`config.mk`:
```
export PLATFORM = sky130hd
export DESIGN_NAME = pattern_detector
export DESIGN_NICKNAME = d
export VERILOG_FILES = /design/src/rtl/pattern_detector.sv
export SDC_FILE = /design/constraint.sdc
export NUM_CORES = 1
export LEC_CHECK = 0
export ABC_AREA = 1
export ABC_CLOCK_PERIOD_IN_PS = 2500
export CAP_MARGIN = 20
export CORE_AREA = 3 3 40 42
export CTS_CLUSTER_SIZE = 40
export DETAILED_ROUTE_END_ITERATION = 10
export DIE_AREA = 0 0 43 45
export GPL_TIMING_DRIVEN = 0
export SLEW_MARGIN = 20
export SYNTH_ARGS = -nofsm -noshare
export SYNTH_HDL_FRONTEND = slang
export SYNTH_SLANG_ARGS = --single-unit
export TNS_END_PERCENT = 100
```
`constraint.sdc`:
```
create_clock -name clk -period 2.5 [get_ports clk]
set_input_delay 0.5 -clock clk [delete_from_list [all_inputs] [get_ports clk]]
set_output_delay 0.5 -clock clk [all_outputs]
set_load 0.1 [all_outputs]
```
`src/rtl/pattern_detector.sv`:
```
// Serial bit-pattern detector.
// Shifts one bit of X in per clock and raises Y for one cycle whenever the
// most recent PAT_LEN bits equal PATTERN (MSB of PATTERN = oldest bit).
// A saturating count of bits received since reset stops stale or initial
// history from ever producing a match, including patterns with leading zeros.
// With OVERLAP=0 the history is cleared on a hit, so the next match needs
// PAT_LEN fresh bits.
module pattern_detector #(
    parameter int unsigned        PAT_LEN = 4,
    parameter logic [PAT_LEN-1:0] PATTERN = 4'b1011,
    parameter bit                 OVERLAP = 1'b1
) (
    input  logic clk,
    input  logic reset,
    input  logic X,
    output logic Y
);

    // Counter just wide enough to hold 0..PAT_LEN.
    localparam int unsigned CNT_W = (PAT_LEN < 2) ? 1 : $clog2(PAT_LEN + 1);
    localparam logic [CNT_W-1:0] CNT_FULL = CNT_W'(PAT_LEN);

    // State registers. Declaration values give a clean power-up state that
    // matches the reset state, so an unreset instance behaves as if just reset.
    logic [PAT_LEN-1:0] hist_q = '0;
    logic [CNT_W-1:0]   cnt_q  = '0;
    logic               y_q    = 1'b0;

    logic [PAT_LEN-1:0] hist_d;
    logic [CNT_W-1:0]   cnt_d;
    logic               y_d;

    logic [PAT_LEN-1:0] hist_shift;
    logic [CNT_W-1:0]   cnt_sat;
    logic               hit;

    // History after shifting in the current bit; a 1-bit pattern has no
    // older bits to keep, so the slice form only exists for PAT_LEN > 1.
    generate
        if (PAT_LEN == 1) begin : g_single
            assign hist_shift = X;
        end else begin : g_multi
            assign hist_shift = {hist_q[PAT_LEN-2:0], X};
        end
    endgenerate

    // Next-state logic: shift, saturate the valid count, detect, optionally restart.
    always_comb begin
        // NOTE: every signal driven here gets a default first, so no path
        // through the block leaves a value unassigned and no latch is inferred.
        cnt_sat = (cnt_q == CNT_FULL) ? cnt_q : cnt_q + 1'b1;
        hit     = (cnt_sat == CNT_FULL) && (hist_shift == PATTERN);
        hist_d  = hist_shift;
        cnt_d   = cnt_sat;
        y_d     = hit;
        if (hit && !OVERLAP) begin
            hist_d = '0;
            cnt_d  = '0;
        end
    end

    // State register with synchronous reset; X is ignored on a reset edge.
    always_ff @(posedge clk) begin
        // NOTE: sequential state uses non-blocking assignments so every
        // register samples pre-edge values regardless of statement order.
        if (reset) begin
            hist_q <= '0;
            cnt_q  <= '0;
            y_q    <= 1'b0;
        end else begin
            hist_q <= hist_d;
            cnt_q  <= cnt_d;
            y_q    <= y_d;
        end
    end

    // Registered detect pulse; no combinational path from X.
    assign Y = y_q;

endmodule

```
### Word level (Yosys, flattened, before mapping)

Index checks and enable logic that the tools add are counted.

* bits in registers: 7
* input bits: 3
* output and inout bits: 1
* word-level logic and storage cells: 9

* add/sub/neg operators: 1
* equal/unequal tests: 3
* mux-type cells: 1
* reduce and logical (&&, ||, !) cells: 1

Operator list (count)
* $eq A3 B3 Y1 const B: 2
* $eq A4 B4 Y1 const B: 1
* $add A3 B1 Y3 const B: 1
* $mux W3: 1
* $logic_and A1 B1 Y1: 1

### Depth between registers and ports, before layout

Gate-level depths: netlist of run 1.

* word-level depth: 4
* depth in mapped cells: 8
* depth with buffers taken out: 8

### Least setup slack after synthesis of run 1

No wires, ideal clock.

* path type: flip-flop to output port
* from: register y_q, in the netlist Y
* to: output Y
* arrival: 909 ps
* data required time: 2000 ps
* setup slack: 1091 ps
* cell stages (with the launch flop): 1
* path buffers: 0
* path through: dfxtp_1

RTL lines
* from (decl): RTL line 27 `logic y_q = 1'b0;`
* from (signal assigned): RTL line 73 `y_q <= y_d;`
* to (decl): RTL line 16 `output logic Y`

No word-level cell between the ends.

### Final worst setup path of run 1

* from: register y_q, in the netlist Y
* to: output Y

No word-level cell between the ends.

==> results.md, run 1 <==
* Status: finished clean
* Cell area after synthesis at 282 um^2
* Reg2reg setup slack at 1.39 ns
* Starting Density at 0.219
* Mapped Nets at 40
* Global-route wire length before repair at 772 um
* Hold Crit Endpoint: hist_q[1]
* Die ar. at 0.00194 mm^2
* Finished Cell Area at 357 um^2
* Slowest cell on crit path: clkdlybuf4s50_1
* Fmax at 0.461 GHz
* 1st-pass router iterations at 3
* Clk Latency, worst-skew pair at 0.25 ns
* WL final at 409 um
* Commonest non-fill, non-tap cells in the layout: dfxtp_1, inv_1, nor2_1
* Levels on crit path at 1
* Nets at 48
* Dpl cells at 53
* Placer congestion estimate at 0.647
* Yosys warns at 0
* Avg WL per Cell at 7.18 um
* Port Buffers at 3
* Postcts setup bufs at 0
* Peak VDD IR at 0.230 mV
* Mapped Cells at 35
* Headroom to the max-slew limit at 0.359
* Post-synthesis sequential area ratio at 0.498
* Power density cells at 710 mW/mm^2
* Die width at 43 um
* Vias in the first global route at 205
* Via Count at 214
* Synth Area per Inst at 8.04 um^2
* Reg clk slew, reported paths at 0.05 ns
* Worst Hold Class: flop to flop
* DRT antenna net count at 0
* Final worst path period share at 0.868
* Crit path launch type: flop
* Initial antenna violation count at 0
* Clock Tree Root: clkbuf_4
* CTS max path bufs at 2
* Inserted Diodes at 0
* Final Non-Filler Cells at 57
* Final Hold Viols at 0
* DR iter-0 viols at 3
* Setup_tns at 0 ns
* Largest net degree at the start of global routing at 7
* Die Y-Extent at 45 um
* Buffer and inverter count on the worst path at 1
* Worst EP required at 2.00 ns
* Hold-fix buffers, CTS at 0
* Worst reg2reg path endpoint: Y
* Endpoints failing setup at 0
* H-tree lvl count at 1
* Fin Hold WS at 0.435 ns
* CP arrival at 1.67 ns
* Synth cell types at 11
* FF-to-FF path depth at 7
* Global route overflow at 0
* Post-layout minimum cycle time at 2.17 ns
* Hold_sp: hist_q[0]
* Crit Path Class: flop to primary output
* Placed Area at 330 um^2
* Crit path max fanout at 1
* CTS Buf Count at 3
* CP cell instances: clkdlybuf4s50_1
* Post-DP HPWL at 300 um
* # DRC at 0
* CP top delay family: buffers and inverters
* Register bit count reported by yosys at 7
* RSZ-0062 raised after global routing: false
* Share of layout cells above drive strength 1 at 0.167
* Area growth syn-to-layout at 26.7%
* CTS tree: done
* Vias/cell at 3.75
* Layout Skew at 0.00294 ns
* Critical Path End Type: primary output
* Static leakage at 0.000162 uW
* Max-Cap Viols at 0
* Least-Margin Pin Slew at 0.958 ns
* # IOs at 4
* Final Slew Violations at 0
* CTS Sinks at 7
* Worst path max stage delay at 1.12 ns
* Total track usage at 0.0542
* Hold Path Cell Cnt at 2
* Core area at 0.00128 mm^2
* # rows at 13
* Worst r2r src: cnt_q[0]
* Post_cts resized at 0
worst max-delay path by stage:
stage / end / startpoint
final: Y / Y
after global routing: Y / Y
after CTS: Y / Y
after detailed placement: Y / Y
after global placement: Y / Y
after floorplan: Y / Y
registers in the layout (all words and copies together), names as in the netlist:
register / flops
Y: 1
cnt_q: 3
hist_q: 3
cells by family (layout without fill, tap and decap cells):
group                    Yosys count  in the layout  synth area share
adder cells (fa/ha/maj)            2              2            0.0889
flip-flops                         7              7             0.498
buffers and inverters              8             15             0.107
AND/OR/NAND/NOR                   18             18             0.307
per-layer routing:
| layer | GRT usage | share of wire | up-vias |
|---|---|---|---|
| li1 | - | - | 114 |
| met3 | 0.0239 | 0.064 | 2 |
| met1 | 0.0581 | 0.43 | 92 |
| met5 | 0 | 0 | - |
| met2 | 0.0958 | 0.48 | 6 |
| met4 | 0.0181 | 0.017 | 0 |
power by group:
group / switching [uW] / internal (uW)
clock network: 41.9 / 60.9
registers: 4.02 / 119
logic: 15.6 / 11.9
cells in the mapped netlist:
master	n	area (um^2)
dfxtp_1	7	140
nor2_2	1	6.26
nand3_1	2	10.0
ha_1	2	25.0
nor2_1	7	26.3
nand2_2	1	6.26
inv_1	7	26.3
nand2_1	5	18.8
nand3b_1	1	7.51
nor2_4	1	11.3
inv_2	1	3.75
per-stage QoR:
stage / worst slack, ns / util / power [uW]
5_1_grt: 0.296 / 0.278 / 270
2_1_floorplan: 1.09 / - / 145
3_3_place_gp: 0.595 / 0.257 / 153
6_report: 0.330 / 0.278 / 253
4_1_cts: 0.319 / 0.278 / 258
3_5_place_dp: 0.594 / 0.257 / 153
cell type report:
cell class	count	area, um^2
Fill cell	143	928
Sequential cell	7	140
Multi-Input combinational cell	20	111
Timing Repair Buffer	3	30.0
Inverter	8	30.0
Clock buffer	4	26.3
Tap cell	15	18.8
No activity file was read; power rests on OpenSTA's default activity.
==> run 2, diff against run 1 <==
Settings changed: ABC_CLOCK_PERIOD_IN_PS 2500 to 2800.
Clock period 2.5 ns to 2.8 ns, I/O delays scaled along.
==> results of run 2 <==
The final DEF is identical to that of run 1. Status: finished clean.
Among the figures that moved: setup slack after placement 0.594 ns -> 0.834 ns; setup slack after layout 0.330 ns -> 0.570 ns; register-to-register setup slack 1.39 ns -> 1.69 ns; total power 253 uW -> 226 uW; worst IR drop on VDD 0.230 mV -> 0.205 mV
==> run 3, diff against run 2 <==
Settings changed: ABC_CLOCK_PERIOD_IN_PS 2800 to 2250.
Clock period 2.8 ns to 2.25 ns, I/O delays scaled along.
==> results of run 3 <==
The final DEF is identical to that of run 1. Status: finished clean.
Among the figures that moved: setup slack after placement 0.594 ns -> 0.394 ns; setup slack after layout 0.330 ns -> 0.130 ns; register-to-register setup slack 1.39 ns -> 1.14 ns; total power 253 uW -> 281 uW; worst IR drop on VDD 0.230 mV -> 0.255 mV
